## src/rtl/mem_copy_pkg.sv

```systemverilog
// Shared types and default widths for the memory copy engine.
package mem_copy_pkg;

    localparam int ADDR_W_DEF = 15;
    localparam int DATA_W_DEF = 16;
    localparam int BANK_BIT   = 14;

    typedef enum logic [2:0] {
        IDLE,
        READ,
        WAIT,
        WRITE,
        DONE
    } state_t;

endpackage

```

## src/rtl/mem_copy_engine_if.sv

```systemverilog
// Command and memory-bus signals of the copy engine; master = engine side, slave = host/memory side.
interface mem_copy_engine_if
    import mem_copy_pkg::*;
#(
    parameter int ADDR_W = ADDR_W_DEF,
    parameter int DATA_W = DATA_W_DEF
);
    logic              start;
    logic [ADDR_W-1:0] src_addr;
    logic [ADDR_W-1:0] dst_addr;
    logic [ADDR_W-1:0] count;
    logic              busy;
    logic              done;
    logic              mem_enable;
    logic              mem_write_enable;
    logic              mem_read_enable;
    logic [ADDR_W-1:0] mem_address;
    logic [DATA_W-1:0] mem_wdata;
    logic [DATA_W-1:0] mem_rdata;

    modport master (
        input  start, src_addr, dst_addr, count, mem_rdata,
        output busy, done, mem_enable, mem_write_enable, mem_read_enable,
               mem_address, mem_wdata
    );

    modport slave (
        output start, src_addr, dst_addr, count, mem_rdata,
        input  busy, done, mem_enable, mem_write_enable, mem_read_enable,
               mem_address, mem_wdata
    );
endinterface

```

## src/rtl/mem_copy_engine.sv

```systemverilog
// Word-by-word memory copy engine (read, wait, write per word) with registered bus outputs.
// Build option: define MEM_COPY_INVERT_EN to write the bitwise complement of each copied word.
module mem_copy_engine
    import mem_copy_pkg::*;
#(
    parameter int ADDR_W = ADDR_W_DEF,
    parameter int DATA_W = DATA_W_DEF
)
(
    input  logic               clk,
    input  logic               rst,
    mem_copy_engine_if.master  bus
);

    state_t            state;
    logic [ADDR_W-1:0] src_q;
    logic [ADDR_W-1:0] dst_q;
    logic [ADDR_W-1:0] cnt_q;
    logic [ADDR_W-1:0] idx;
    logic [DATA_W-1:0] data_q;

    logic              busy_q;
    logic              done_q;
    logic              en_q;
    logic              we_q;
    logic              re_q;
    logic [ADDR_W-1:0] addr_q;
    logic [DATA_W-1:0] wdata_q;

    logic [ADDR_W:0]   idx_inc;
    logic              more_words;
    logic [DATA_W-1:0] word_out;

    // One extra bit so the "another word left" compare cannot overflow.
    assign idx_inc    = {1'b0, idx} + (ADDR_W+1)'(1);
    assign more_words = idx_inc < {1'b0, cnt_q};

`ifdef MEM_COPY_INVERT_EN
    assign word_out = ~bus.mem_rdata;
`else
    assign word_out = bus.mem_rdata;
`endif

    assign bus.busy             = busy_q;
    assign bus.done             = done_q;
    assign bus.mem_enable       = en_q;
    assign bus.mem_write_enable = we_q;
    assign bus.mem_read_enable  = re_q;
    assign bus.mem_address      = addr_q;
    assign bus.mem_wdata        = wdata_q;

    // Outputs are registered, so each transition loads the strobes of the state being entered.
    always_ff @(posedge clk) begin
        if (rst) begin
            state   <= IDLE;
            src_q   <= '0;
            dst_q   <= '0;
            cnt_q   <= '0;
            idx     <= '0;
            data_q  <= '0;
            busy_q  <= 1'b0;
            done_q  <= 1'b0;
            en_q    <= 1'b0;
            we_q    <= 1'b0;
            re_q    <= 1'b0;
            addr_q  <= '0;
            wdata_q <= '0;
        end else begin
            done_q <= 1'b0;
            case (state)
                IDLE: begin
                    busy_q <= 1'b0;
                    en_q   <= 1'b0;
                    we_q   <= 1'b0;
                    re_q   <= 1'b0;
                    if (bus.start) begin
                        src_q <= bus.src_addr;
                        dst_q <= bus.dst_addr;
                        cnt_q <= bus.count;
                        idx   <= '0;
                        if (bus.count == '0) begin
                            state  <= DONE;
                            done_q <= 1'b1;
                        end else begin
                            state  <= READ;
                            busy_q <= 1'b1;
                            en_q   <= 1'b1;
                            re_q   <= 1'b1;
                            addr_q <= bus.src_addr;
                        end
                    end
                end
                READ: begin
                    state  <= WAIT;
                    en_q   <= 1'b0;
                    re_q   <= 1'b0;
                    addr_q <= '0;
                end
                WAIT: begin
                    data_q  <= bus.mem_rdata;
                    wdata_q <= word_out;
                    state   <= WRITE;
                    en_q    <= 1'b1;
                    we_q    <= 1'b1;
                    addr_q  <= dst_q + idx;
                end
                WRITE: begin
                    idx     <= idx_inc[ADDR_W-1:0];
                    we_q    <= 1'b0;
                    wdata_q <= '0;
                    if (more_words) begin
                        state  <= READ;
                        re_q   <= 1'b1;
                        addr_q <= src_q + idx_inc[ADDR_W-1:0];
                    end else begin
                        state  <= DONE;
                        busy_q <= 1'b0;
                        done_q <= 1'b1;
                        en_q   <= 1'b0;
                        addr_q <= '0;
                    end
                end
                DONE: begin
                    state <= IDLE;
                end
                default: begin
                    state  <= IDLE;
                    busy_q <= 1'b0;
                    en_q   <= 1'b0;
                    we_q   <= 1'b0;
                    re_q   <= 1'b0;
                end
            endcase
        end
    end

endmodule

```

## src/flat_wrapper.sv

```systemverilog
// flat-port wrapper written by rule: the top's interface ports become plain ports
module mem_copy_engine_flat import mem_copy_pkg::*;
#(
    parameter int ADDR_W = ADDR_W_DEF,
    parameter int DATA_W = DATA_W_DEF
)
  (clk, rst, bus_start, bus_src_addr, bus_dst_addr, bus_count, bus_mem_rdata, bus_busy, bus_done, bus_mem_enable, bus_mem_write_enable, bus_mem_read_enable, bus_mem_address, bus_mem_wdata);
  mem_copy_engine_if #(.ADDR_W(ADDR_W), .DATA_W(DATA_W)) bus_i ();
  input  logic clk;
  input  logic rst;
  input wire logic [$bits(bus_i.start)-1:0] bus_start;
  input wire logic [$bits(bus_i.src_addr)-1:0] bus_src_addr;
  input wire logic [$bits(bus_i.dst_addr)-1:0] bus_dst_addr;
  input wire logic [$bits(bus_i.count)-1:0] bus_count;
  input wire logic [$bits(bus_i.mem_rdata)-1:0] bus_mem_rdata;
  output wire logic [$bits(bus_i.busy)-1:0] bus_busy;
  output wire logic [$bits(bus_i.done)-1:0] bus_done;
  output wire logic [$bits(bus_i.mem_enable)-1:0] bus_mem_enable;
  output wire logic [$bits(bus_i.mem_write_enable)-1:0] bus_mem_write_enable;
  output wire logic [$bits(bus_i.mem_read_enable)-1:0] bus_mem_read_enable;
  output wire logic [$bits(bus_i.mem_address)-1:0] bus_mem_address;
  output wire logic [$bits(bus_i.mem_wdata)-1:0] bus_mem_wdata;
  assign bus_i.start = bus_start;
  assign bus_i.src_addr = bus_src_addr;
  assign bus_i.dst_addr = bus_dst_addr;
  assign bus_i.count = bus_count;
  assign bus_i.mem_rdata = bus_mem_rdata;
  assign bus_busy = bus_i.busy;
  assign bus_done = bus_i.done;
  assign bus_mem_enable = bus_i.mem_enable;
  assign bus_mem_write_enable = bus_i.mem_write_enable;
  assign bus_mem_read_enable = bus_i.mem_read_enable;
  assign bus_mem_address = bus_i.mem_address;
  assign bus_mem_wdata = bus_i.mem_wdata;
  mem_copy_engine #(.ADDR_W(ADDR_W), .DATA_W(DATA_W)) u_core (.clk(clk), .rst(rst), .bus(bus_i));
endmodule
```

## config.mk

```make
export PLATFORM = sky130hd
export DESIGN_NAME = mem_copy_engine_flat
export DESIGN_NICKNAME = d
export VERILOG_FILES = /design/src/rtl/mem_copy_pkg.sv /design/src/rtl/mem_copy_engine_if.sv /design/src/rtl/mem_copy_engine.sv /design/src/flat_wrapper.sv
export SDC_FILE = /design/constraint.sdc
export NUM_CORES = 1
export LEC_CHECK = 0
export BUFFER_PORTS_ARGS = -buffer_cell sky130_fd_sc_hd__buf_4
export CAP_MARGIN = 40
export CORE_UTILIZATION = 55
export DETAILED_ROUTE_END_ITERATION = 16
export PLACE_DENSITY = 0.79
export SKIP_CTS_REPAIR_TIMING = 1
export SLEW_MARGIN = 20
export SYNTH_ARGS = -nofsm -noshare
export SYNTH_HDL_FRONTEND = slang
export SYNTH_SLANG_ARGS = --single-unit
```

## constraint.sdc

```tcl
create_clock -name clk -period 8.7 [get_ports clk]
set_input_delay 0.435 -clock clk [delete_from_list [all_inputs] [get_ports clk]]
set_output_delay 0.435 -clock clk [all_outputs]
set_load 0.005 [all_outputs]
```

After elaboration in Yosys (flattened, before gate mapping). Index checks and enable logic that the tools add are counted.

Bits in registers: 99. Bits in latches: 0. RAM bits: 0. Bits in read-only memories: 0. Input bits: 64. Output and inout port bits: 36. Word-level logic and storage cells: 64. Memories: 0.

Add/subtract/negate cells: 3. Multipliers: 0. Div/mod/pow operators: 0. $lt $le $gt $ge: 1. Eq/ne operators: 8. Shift-type cells: 0. Multiplexer cells: 23. Bitwise logic cells: 3. Reductions and logical operators: 14.

Operators by type and width (count): 2-to-1 mux 15 bit (4); one-hot mux 15 bit (4 select lines) (1); one-hot mux 16 bit (2 select lines) (1); adder 15 bit (2); one-hot mux 15 bit (2 select lines) (1); adder 15 x 1 -> 16 bit (second input constant) (1); less-than comparator 16 x 15 -> 1 bit (1); zero test 15 bit (1); one-hot mux 3 bit (4 select lines) (1); AND reduction 2 bit (5); 2-to-1 mux 3 bit (3); 2-to-1 mux 1 bit (7); equality test 3 x 2 -> 1 bit (second input constant) (2); != test 2 bit (second input constant) (3); one-hot mux 1 bit (3 select lines) (2); one-hot mux 1 bit (2 select lines) (2); one-hot mux 1 bit (4 select lines) (1); nonzero test 2 bit (2); nonzero test 4 bit (1); OR reduction 2 bit (2); equality test 3 x 1 -> 1 bit (second input constant) (1); equality test 3 bit (second input constant) (1); zero test 3 bit (1); NOT 1 bit (3); other kinds (3) (3).

Longest topological paths before layout. Gate-level depths: netlist (run 1).

Word-level depth: 4. Gate-level depth with buffers: 14. Gate-level depth less buffers: 13.

Least setup slack after synthesis (run 1). No wires, ideal clock.

Path kind: register -> register. From: register u_core.idx[1]. To: register u_core.addr_q[2], in the netlist u_core.bus.mem_address[2]. Library setup time: 131 ps. Data arrival time: 2749 ps. Data required time: 8569 ps. Setup slack: 5821 ps. Cell stages (with the launch flop): 15. Path buffers: 1. Clock period less this slack: 2879 ps. Cell sequence: dfxtp_1 > ha_1 > nand2_1 > nor2_1 > nand4_1 > xnor2_1 > ha_1 > nand3_1 > nor4_1 > o21ai_1 > nand3_1 > nor2_1 > buf_2 > a222oi_1 > a21oi_1.

Cells in the longest elaborated chain, start to end: 4. Elaborated cells between the ends (all ways): 6. Those cells by class: add/sub: 3; order compare: 1; mux: 2.

RTL lines: from (decl) (RTL line mem_copy_engine.sv:19) `logic [ADDR_W-1:0] idx;`; from (signal assigned) (RTL line mem_copy_engine.sv:108) `idx <= idx_inc[ADDR_W-1:0];`; adder 15 x 1 -> 16 bit (RTL line mem_copy_engine.sv:35) `assign idx_inc = {1'b0, idx} + (ADDR_W+1)'(1);`; adder 15 bit or less-than comparator 16 x 15 -> 1 bit (tied branches) (RTL line mem_copy_engine.sv:114, mem_copy_engine.sv:36); 2-to-1 mux 15 bit (RTL line mem_copy_engine.sv:111) `if (more_words) begin`; one-hot mux 15 bit (4 select lines) (*) (RTL line mem_copy_engine.sv:70) `case (state)`; to (signal assigned) (RTL line mem_copy_engine.sv:89) `addr_q <= bus.src_addr;`; to (signal assigned) (RTL line mem_copy_engine.sv:105) `addr_q <= dst_q + idx;`; to (signal assigned) (RTL line mem_copy_engine.sv:114) `addr_q <= src_q + idx_inc[ADDR_W-1:0];`; to (decl) (RTL line mem_copy_engine.sv:27) `logic [ADDR_W-1:0] addr_q;`.

Mark *: on every way between the ends. The rest lies on a longest branch, timed or not. A chain may end at the register's enable or synchronous reset.

Final worst setup path (run 1).
From: register u_core.idx[0]. To: register u_core.addr_q[0], in the netlist u_core.bus.mem_address[0].

Same word-level chain as after synthesis.

==> results of run 1 <==
[layout by cell type, fill, tap and decap left out, drive strengths merged, types with 2 or more instances in the layout]
master    Yosys  final
a222oi        6      6
a211oi        4      4
o221ai        3      3
nor4          6      6
a221oi        5      5
xnor2        25     25
nand2       142    142
and2          2      2
a311oi        3      3
or3           5      5
xor2         12     12
a31oi         9      9
fa            2      2
and3          4      4
o221a         2      2
ha           44     44
o211ai        2      2
nand3b       20     20
o21bai        2      2
bufinv        0      2
nor3          8      8
nand3        11     11
clkinvlp      0      2
dfxtp        99     99
a21o         16     16
a21oi        98     98
buf          10    105
nor2b         2      2
nand4        11     11
nand2b        5      5
o21ai        29     29
or2           3      3
nor2         41     41
a22oi         8      8
a21boi        2      2
inv          21     21
clkbuf       25     11
o31ai         3      3
[cell type report]
cell class | instances | share of cell area, %
Clock buffer | 11 | 2.11
Sequential cell | 99 | 29.6
Clock inverter | 4 | 1.12
Timing Repair Buffer | 105 | 12.1
Tap cell | 133 | 2.49
Multi-Input combinational cell | 551 | 51.4
Inverter | 21 | 1.18
[flip-flops by register name, indices dropped and copies added (netlist names)]
register and cells:
u_core.bus.busy 1, u_core.bus.done 1, u_core.bus.mem_address 15, u_core.bus.mem_enable 1
u_core.bus.mem_read_enable 1, u_core.bus.mem_wdata 16, u_core.bus.mem_write_enable 1, u_core.cnt_q 15
u_core.dst_q 15, u_core.idx 15, u_core.src_q 15, u_core.state 3
[routing by layer]
metal	share of wire [%]	wire length [um]
met1	46	7540
met2	45	7420
met3	6.9	1130
met4	1.8	303
met5	0.085	14
[worst paths after layout]
kind | end | slack (ns) | cells past startpoint
worst max-delay path | u_core.bus.mem_address[0]$_SDFFE_PP0P_ | 4.96 | 11
worst min register to register | u_core.bus.mem_wdata[12]$_SDFFE_PP0N_ | 0.46 | 2
worst max register to register | u_core.bus.mem_address[0]$_SDFFE_PP0P_ | 4.96 | 11
worst min-delay path | u_core.dst_q[0]$_SDFFE_PP0P_ | 0.29 | 3
[worst max-delay path, stage by stage (launching register included)]
cell      delay (ns)
dfxtp_1         0.50
nand3_2         0.21
nor2_1          0.38
nand3_1         0.17
xnor2_1         0.29
ha_1            0.31
a21o_1          0.18
a211oi_1        0.34
nand3_1         0.14
nor2_1          0.65
a222oi_1        0.28
o21ai_0         0.21
[power by group]
| part | leakage, nW | switching (mW) | internal, mW | total [mW] |
|---|---|---|---|---|
| registers | 0.809 | 0.0323 | 0.494 | 0.526 |
| logic | 1.97 | 0.159 | 0.116 | 0.274 |
| clock network | 0.102 | 0.161 | 0.168 | 0.329 |
| total | 2.89 | 0.352 | 0.778 | 1.13 |
[stage by stage]
step | instances | setup WS, ns
after floorplan | 706 | 5.82
final | 924 | 4.96
after global routing | 924 | 4.57
after detailed placement | 908 | 5.07
after global placement | 907 | 5.26
after CTS | 923 | 5.04
[cell families after synthesis]
group | count (synthesis)
fa+ha+maj | 46
xor+xnor | 38
buf+inv | 56
simple gates | 263
flops | 99
compound gates | 204
==> impl_metrics.ini, run 1 <==
[synth]
synth_instances = 706
netlist_top_cells_area = dfxtp_1 35%, ha_1 9.8%, nand2_1 9.5%
dominant_cell_type_by_area_after_synthesis = dfxtp_1
yosysUniqueCellTypes = 62
synth_fp_nets = 816
synth-seq-cells = 99
yosys_warnings = 0
dominant_combinational_cell_family_by_area_after_synthesis = compound AO/OA/AOI/OAI gates
post-synth-top-count-cell = nand2_1
syn_area_um2 = 5630
fraction_of_synthesis_flops_using_an_asynchronous_set_or_reset_pin_pct = 0
synth_enable_flop_cells = 0
synth_top_area_share_pct = 35.2
synth_compound_area_share_pct = 22.6
post_synth_xor_area_fraction_pct = 6.15
post_synth_and_or_nand_nor_area_fraction_pct = 21.7
synth.mux.area_fraction_pct = 0
ys_seq_area_share_pct = 35.2
adder_cell_share_of_the_synthesized_area_pct = 10.5
yosys-top-cells-count = 142 x nand2_1, 99 x dfxtp_1, 98 x a21oi_1
ys_dominant_reg_cell = dfxtp_1
postSynthAreaPerCell_um2 = 7.98

[floorplan]
area_inside_the_core_boundary_um2 = 9860
initial_utilization_pct = 57.1
die_height_um = 103
die_area_um2 = 10700
pin_count = 100
die_width_um = 103
placement_rows = 36

[critical_path]
crit_arrival_ns = 4.05
worst_r2r_startpoint = u_core.idx[0]$_SDFFE_PP0P_
setup.worst_path.start_class = flip-flop
required_ns = 9.01
crit_type = flip-flop to flip-flop
crit_start = u_core.idx[0]$_SDFFE_PP0P_
crit_path_end_kind = flip-flop
crit_fanout = 12

[sta]
maximum_clock_rate_mhz = 267
hold_viol_final = 0
timing.final.crit_period_ns = 3.74
report.final.setup_viol = 0
totalNegativeSetupSlack_ns = 0
slew_limit_headroom_pct = 45.2
clock-skew-final_ns = 0.00885
holdWs_ns = 0.290
rsz0062_at_grt = no
fin_crit_sh_pct = 43.0
timing_worst_slew_pin_value_ns = 0.819
timing.final.max_slew_violations = 0

[power]
fin_total_pwr_mw = 1.13
power.density_nw_per_um2 = 169
vdd_ir_drop_max_uv = 149
leakagePower_nw = 2.89

[grt]
grt_antenna_before_repair = 1
groute.layer.met1.usage_pct = 44.0
first_pass_grt_wire_length_mm = 25.5
grt_pass1_vias = 4968
grt_use_total_pct = 32.0
grt.met2_usage_pct = 50.1
maximum_number_of_pins_on_one_net_before_global_route_repair = 87
globalRouteOverflowTotal = 0
use_met3_pct = 7.80
global_route.peak_usage_layer = met2

[place]
routabilityCongestion = 0.942
dpl-instance-area_um2 = 6450
detailed_place_hpwl_mm = 12.4
portBuffers = 99

[route]
drc = 0
dr_total_vias = 5413
postRouteAntennaNets = 0
routed_wirelength_mm = 16.4
avgRoutedWirePerCell_um = 17.8
vias_per_cell = 5.86
first_pass_iters = 5
dr.first_iter.drc_count = 288

[flow_run]
drv.max_cap_violation_count = 0

[min_path]
min-delay-start = bus_dst_addr[0]
worst_hold_path_type = input pin to flip-flop

[cts]
ctsRootBufferMaster = clkbuf_8
cts_htree_levels = 3
cts_made_buffers = 9
clkSinkCount = 99
tritoncts = built
cts_max_path_bufs = 2
clk_latency_ns = 0.39
cts.clk_slew.worst_paths_ns = 0.10

[finish]
antenna-diode-count = 0
filler_cell_count = 836
areaGrowthSynthToFinish_pct = 18.8
ff_latch_area_um2 = 1980
multi_input_combinational_cell_area_um2 = 3440
finish.net_count = 897
final_cell_area_um2 = 6690
utilization_pct = 67.8
post_route_cells_drive_above_1_share_pct = 16.7

[run_status]
outcome = complete, no violations
Note: power is estimated with default switching activity, not from simulation.
==> run 2: changes to the inputs <==
--- a/config.mk
+++ b/config.mk
@@ -5,11 +5,12 @@
 export SDC_FILE = /design/constraint.sdc
 export NUM_CORES = 1
 export LEC_CHECK = 0
+export ABC_AREA = 1
 export BUFFER_PORTS_ARGS = -buffer_cell sky130_fd_sc_hd__buf_4
 export CAP_MARGIN = 40
-export CORE_UTILIZATION = 55
+export CORE_UTILIZATION = 52
 export DETAILED_ROUTE_END_ITERATION = 16
-export PLACE_DENSITY = 0.79
+export PLACE_DENSITY = 0.78
 export SKIP_CTS_REPAIR_TIMING = 1
 export SLEW_MARGIN = 20
 export SYNTH_ARGS = -nofsm -noshare
==> constraint.sdc (replaced) <==
create_clock -name clk -period 3.2 [get_ports clk]
set_input_delay 0.16 -clock clk [delete_from_list [all_inputs] [get_ports clk]]
set_output_delay 0.16 -clock clk [all_outputs]
set_load 0.005 [all_outputs]
==> impl_metrics.ini, run 2 <==
[power]
power.density_nw_per_um2 = 489
power.sequential.fraction_pct = 42.4
switching_share_pct = 32.7
fin_total_pwr_mw = 3.49
leakagePower_nw = 3.52
part_of_the_total_power_dissipated_in_the_clock_network_pct = 31.4
p_int_mw = 2.35
vdd_ir_drop_max_uv = 501
pwr-share-comb_pct = 26.2
sw_pwr_mw = 1.14

[sta]
maximum_clock_rate_mhz = 339
clock-skew-final_ns = 0.00848
report.final.setup_viol = 0
totalNegativeSetupSlack_ns = 0
rsz0062_at_grt = no
timing_worst_slew_pin_value_ns = 0.687
timing.final.max_slew_violations = 0
slew_limit_headroom_pct = 54.1
fin_crit_sh_pct = 92.3
finalWorstSetupSlack_ns = 0.247
timing.final.crit_period_ns = 2.95
holdWs_ns = 0.0247
hold_viol_final = 0

[route]
postRouteAntennaNets = 0
drc = 0
routed_wirelength_mm = 16.3
first_pass_iters = 5
dr_total_vias = 5931
vias_per_cell = 5.36
dr.first_iter.drc_count = 396
avgRoutedWirePerCell_um = 14.7

[floorplan]
die_area_um2 = 11900
die_width_um = 109
area_inside_the_core_boundary_um2 = 11000
pin_count = 100
initial_utilization_pct = 54.1
placement_rows = 38
die_height_um = 109

[synth]
synth_top_area_share_pct = 33.2
dominant_cell_type_by_area_after_synthesis = dfxtp_1
yosys_warnings = 0
ys_seq_area_share_pct = 33.2
ys_dominant_reg_cell = dfxtp_1
syn_area_um2 = 5970
yosysUniqueCellTypes = 35
yosys-top-cells-count = 221 x nand2_1, 106 x nor2_1, 99 x dfxtp_1
postSynthAreaPerCell_um2 = 6.87
synth-seq-cells = 99
netlist_top_cells_area = dfxtp_1 33%, nand2_1 14%, ha_1 9.2%
synth_fp_nets = 978
synth_instances = 868
synth_enable_flop_cells = 0
post-synth-top-count-cell = nand2_1
fraction_of_synthesis_flops_using_an_asynchronous_set_or_reset_pin_pct = 0

[place]
portBuffers = 99
detailed_place_hpwl_mm = 12.3
dpl-instance-area_um2 = 6790
post-place-ws_ns = 0.167
dp_cells = 1086
routabilityCongestion = 1.01

[critical_path]
crit_fanout = 13
crit_path_end_kind = flip-flop
setup.worst_path.start_class = flip-flop
crit_type = flip-flop to flip-flop
required_ns = 3.50
crit_arrival_ns = 3.26

[cts]
clkSinkCount = 99
tritoncts = built
ctsRootBufferMaster = clkbuf_16
cts.clk_slew.worst_paths_ns = 0.07
cts_max_path_bufs = 2
cts_made_buffers = 9
clk_latency_ns = 0.36
cts_htree_levels = 3

[finish]
areaGrowthSynthToFinish_pct = 19.6
post_route_cells_drive_above_1_share_pct = 16.7
antenna-diode-count = 0
final_cell_area_um2 = 7130
final_cell_count_no_fill = 1106
layout_commonest_cell = nand2_1
utilization_pct = 64.7
largest_register_ff_count = 16
final_cell_mix = 221 x nand2_1, 108 x buf_4, 106 x nor2_1
finish.net_count = 1071

[run_status]
outcome = complete, no violations

[min_path]
worst_hold_path_type = input pin to flip-flop

[grt]
first_pass_grt_wire_length_mm = 25.8
grt_antenna_before_repair = 0
globalRouteOverflowTotal = 0
maximum_number_of_pins_on_one_net_before_global_route_repair = 45
grt_use_total_pct = 28.6
grt_pass1_vias = 5276

[flow_run]
drv.max_cap_violation_count = 0
-- run 2: area by class of cell --
class / instances / area (um2)
clock buffer: 9 / 225
clock inverter: 7 / 68.8
fill: 1015 / 3900
inverter: 82 / 310
multi-input combinational: 659 / 3530
sequential: 99 / 1980
tap: 140 / 175
timing repair buffer: 110 / 846
-- run 2: kinds of logic (layout without fill, tap and decap cells) --
group,after synthesis,count (layout),synth area share (%)
buffers and inverters,110,208,7.70
adders and majority gates,46,46,9.90
AOI/OAI and AO/OA,176,176,16.2
and+or+nand+nor,416,416,29.9
DFF,99,99,33.2
xor gates and xnor gates,21,21,3.08
-- run 2: routing by layer --
layer	share of wire (%)	global-route usage, %	up-vias
met3	6.4	6.34	27
met2	46	44.6	192
met4	2.7	11.5	0
met1	45	38.0	2686
li1	-	-	3026
met5	0	0	-
-- run 2: power by group through the flow --
| stage | logic [mW] | clock network [mW] | registers [mW] |
|---|---|---|---|
| after floorplan | 0.610 | 0 | 1.49 |
| after global placement | 0.885 | 0 | 1.50 |
| after detailed placement | 0.895 | 0 | 1.51 |
| after CTS | 0.901 | 1.11 | 1.48 |
| after global routing | 1.03 | 1.15 | 1.50 |
| final | 0.914 | 1.10 | 1.48 |
-- run 2: path summary, 6_finish.rpt --
check,depth (start not counted),from,endpoint,slack (ns)
max,20,u_core.idx[2]$_SDFFE_PP0P_,u_core.bus.mem_address[6]$_SDFFE_PP0P_,0.25
min,3,bus_dst_addr[9],u_core.dst_q[9]$_SDFFE_PP0P_,0.02
max reg2reg,20,u_core.idx[2]$_SDFFE_PP0P_,u_core.bus.mem_address[6]$_SDFFE_PP0P_,0.25
min reg2reg,2,u_core.bus.mem_wdata[9]$_SDFFE_PP0N_,u_core.bus.mem_wdata[9]$_SDFFE_PP0N_,0.47
-- run 2: critical path, cell delays in order, from the launching register on --
cell and delay [ns]:
dfxtp_1 0.43, nand3_2 0.14, nor2_4 0.15, nand3_1 0.12, nor2_1 0.18, nand4_1 0.12, xor2_1 0.18, inv_2 0.08
ha_1 0.29, a21o_1 0.18, a21oi_1 0.11, nand2_1 0.08, nor2_2 0.11, nand2_2 0.08, nor2_4 0.12, buf_12 0.14
buf_4 0.12, nand2_1 0.04, nand4_1 0.09, o211ai_2 0.09, inv_1 0.06
==> run 3: changes to the inputs <==
--- a/config.mk
+++ b/config.mk
@@ -8,9 +8,9 @@
 export ABC_AREA = 1
 export BUFFER_PORTS_ARGS = -buffer_cell sky130_fd_sc_hd__buf_4
 export CAP_MARGIN = 40
-export CORE_UTILIZATION = 52
+export CORE_UTILIZATION = 55
 export DETAILED_ROUTE_END_ITERATION = 16
-export PLACE_DENSITY = 0.78
+export PLACE_DENSITY = 0.85
 export SKIP_CTS_REPAIR_TIMING = 1
 export SLEW_MARGIN = 20
 export SYNTH_ARGS = -nofsm -noshare
==> constraint.sdc (replaced) <==
create_clock -name clk -period 3.4 [get_ports clk]
set_input_delay 0.17 -clock clk [delete_from_list [all_inputs] [get_ports clk]]
set_output_delay 0.17 -clock clk [all_outputs]
set_load 0.005 [all_outputs]
==> impl_metrics.ini, run 3 (same netlist as run 2, synthesis figures left out) <==
[critical_path]
crit_path_end_kind = flip-flop
reg2reg_to = u_core.bus.mem_address[13]$_SDFFE_PP0P_
worst_r2r_startpoint = u_core.idx[1]$_SDFFE_PP0P_
crit_fanout = 5
critical-path-slowest-cell = dfxtp_1
cp.buffers_inverters = 0
crit_arrival_ns = 3.33
crit_path_frequent_cell = nand2_1
worstRegToRegCells = 14
critPathTopFamily = compound AO/OA/AOI/OAI gates
setup.worst_path.start_class = flip-flop
setup.reg_to_reg.worst_slack_ns = 0.40
timing.critical_path.slowest_cell_delay_ns = 0.46
required_ns = 3.73
crit_type = flip-flop to flip-flop
crit_start = u_core.idx[1]$_SDFFE_PP0P_
timing.critical_path.cells = ha_1 -> nand2_1 -> nor3_1 -> xor2_1 -> ha_1 -> a21oi_1 -> o21ai_0 -> a21oi_1 -> nand2_1 -> nand2_1 -> nand3_1 -> nand2_1 -> nand2_1 -> a21oi_1

[finish]
antenna-diode-count = 0
layout_commonest_cell = nand2_1
post_route_cells_drive_above_1_share_pct = 16.1
finish.net_count = 1072
largest_register_ff_count = 16
final_cell_area_um2 = 7070
areaGrowthSynthToFinish_pct = 18.5
final_cell_count_no_fill = 1103
final_cell_mix = 221 x nand2_1, 106 x nor2_1, 105 x buf_4
utilization_pct = 67.9

[run_status]
outcome = finished, violations left
failed_checks = hold timing

[sta]
clock-skew-final_ns = 0.00954
totalNegativeSetupSlack_ns = 0
timing.final.max_slew_violations = 0
hold_viol_final = 5
timing.final.crit_period_ns = 3.00
rsz0062_at_grt = no
maximum_clock_rate_mhz = 333
report.final.setup_viol = 0
finalWorstSetupSlack_ns = 0.396
holdWs_ns = -0.00871
timing_worst_slew_pin_value_ns = 0.692
fin_crit_sh_pct = 88.4
slew_limit_headroom_pct = 53.8

[route]
first_pass_iters = 5
routedLengthMet1_mm = 7.06
route.met2.wl_mm = 7.66
avgRoutedWirePerCell_um = 14.9
maxUsedRoutingLayer = met4
dr_total_vias = 6035
dr_wl_met3_mm = 1.22
drc = 0
postRouteAntennaNets = 0
vias_per_cell = 5.47
dr.first_iter.drc_count = 375
routed_wirelength_mm = 16.4

[floorplan]
die_height_um = 106
die_area_um2 = 11300
initial_utilization_pct = 57.3
placement_rows = 37
area_inside_the_core_boundary_um2 = 10400
pin_count = 100
die_width_um = 106

[cts]
clkSinkCount = 99
cts_htree_levels = 3
clk_latency_ns = 0.40
ctsRootBufferMaster = clkbuf_8
cts_made_buffers = 9
tritoncts = built
cts_max_path_bufs = 2
cts.clk_slew.worst_paths_ns = 0.10

[min_path]
min-delay-start = bus_dst_addr[7]
worst_hold_path_type = input pin to flip-flop
worstHoldEndpoint = u_core.dst_q[7]$_SDFFE_PP0P_
worstHoldPathCells = 3

[grt]
maximum_number_of_pins_on_one_net_before_global_route_repair = 45
grt_antenna_before_repair = 0
grt_pass1_vias = 5625
grt_use_total_pct = 30.6
globalRouteOverflowTotal = 0
first_pass_grt_wire_length_mm = 26.9

[place]
routabilityCongestion = 0.979
portBuffers = 99
detailed_place_hpwl_mm = 12.3
post-place-ws_ns = 0.360
dpl-instance-area_um2 = 6770
dp_cells = 1080

[power]
part_of_the_total_power_dissipated_in_the_clock_network_pct = 27.5
pwr-share-comb_pct = 27.8
switching_share_pct = 33.9
sw_pwr_mw = 1.05
vdd_ir_drop_max_uv = 386
leakagePower_nw = 3.48
p_int_mw = 2.06
fin_total_pwr_mw = 3.12
power.density_nw_per_um2 = 441
power.sequential.fraction_pct = 44.7

[flow_run]
drv.max_cap_violation_count = 0
[run 3: how the worst max path moves through the flow]
| stage | to | cells past startpoint |
|---|---|---|
| finish | u_core.bus.mem_address[13]$_SDFFE_PP0P_ | 14 |
| global route | u_core.bus.mem_address[11]$_SDFFE_PP0P_ | 19 |
| CTS | u_core.bus.busy$_SDFFE_PP0P_ | 18 |
| detailed placement | u_core.bus.busy$_SDFFE_PP0P_ | 18 |
| global placement | u_core.bus.busy$_SDFFE_PP0P_ | 18 |
| floorplan | u_core.bus.mem_address[10]$_SDFFE_PP0P_ | 19 |
[run 3: power groups by stage]
stage / Combinational, mW / Clock [mW] / Sequential (mW)
floorplan: 0.574 / 0 / 1.40
detailed placement: 0.845 / 0 / 1.42
CTS: 0.851 / 0.875 / 1.39
finish: 0.867 / 0.857 / 1.39
global placement: 0.827 / 0 / 1.41
global route: 0.972 / 0.921 / 1.41
[run 3: layout make-up]
cell class / count / area (um2)
clock buffer: 9 / 124
clock inverter: 7 / 100
fill: 896 / 3350
inverter: 82 / 310
multi-input combinational: 659 / 3530
sequential: 99 / 1980
tap: 136 / 170
timing repair buffer: 111 / 858
[run 3: routing by layer]
layer / GRT usage [%] / vias up
met5: 0 / -
met4: 12.5 / 0
met3: 6.44 / 30
met2: 50.6 / 219
met1: 38.5 / 2757
li1: - / 3029
[run 3: worst register-to-register path: stages, from the launching register on]
cell     delay [ns]
dfxtp_1        0.46
ha_1           0.23
nand2_1        0.11
nor3_1         0.28
xor2_1         0.42
ha_1           0.38
a21oi_1        0.27
o21ai_0        0.16
a21oi_1        0.20
nand2_1        0.08
nand2_1        0.05
nand3_1        0.07
nand2_1        0.07
nand2_1        0.05
a21oi_1        0.11
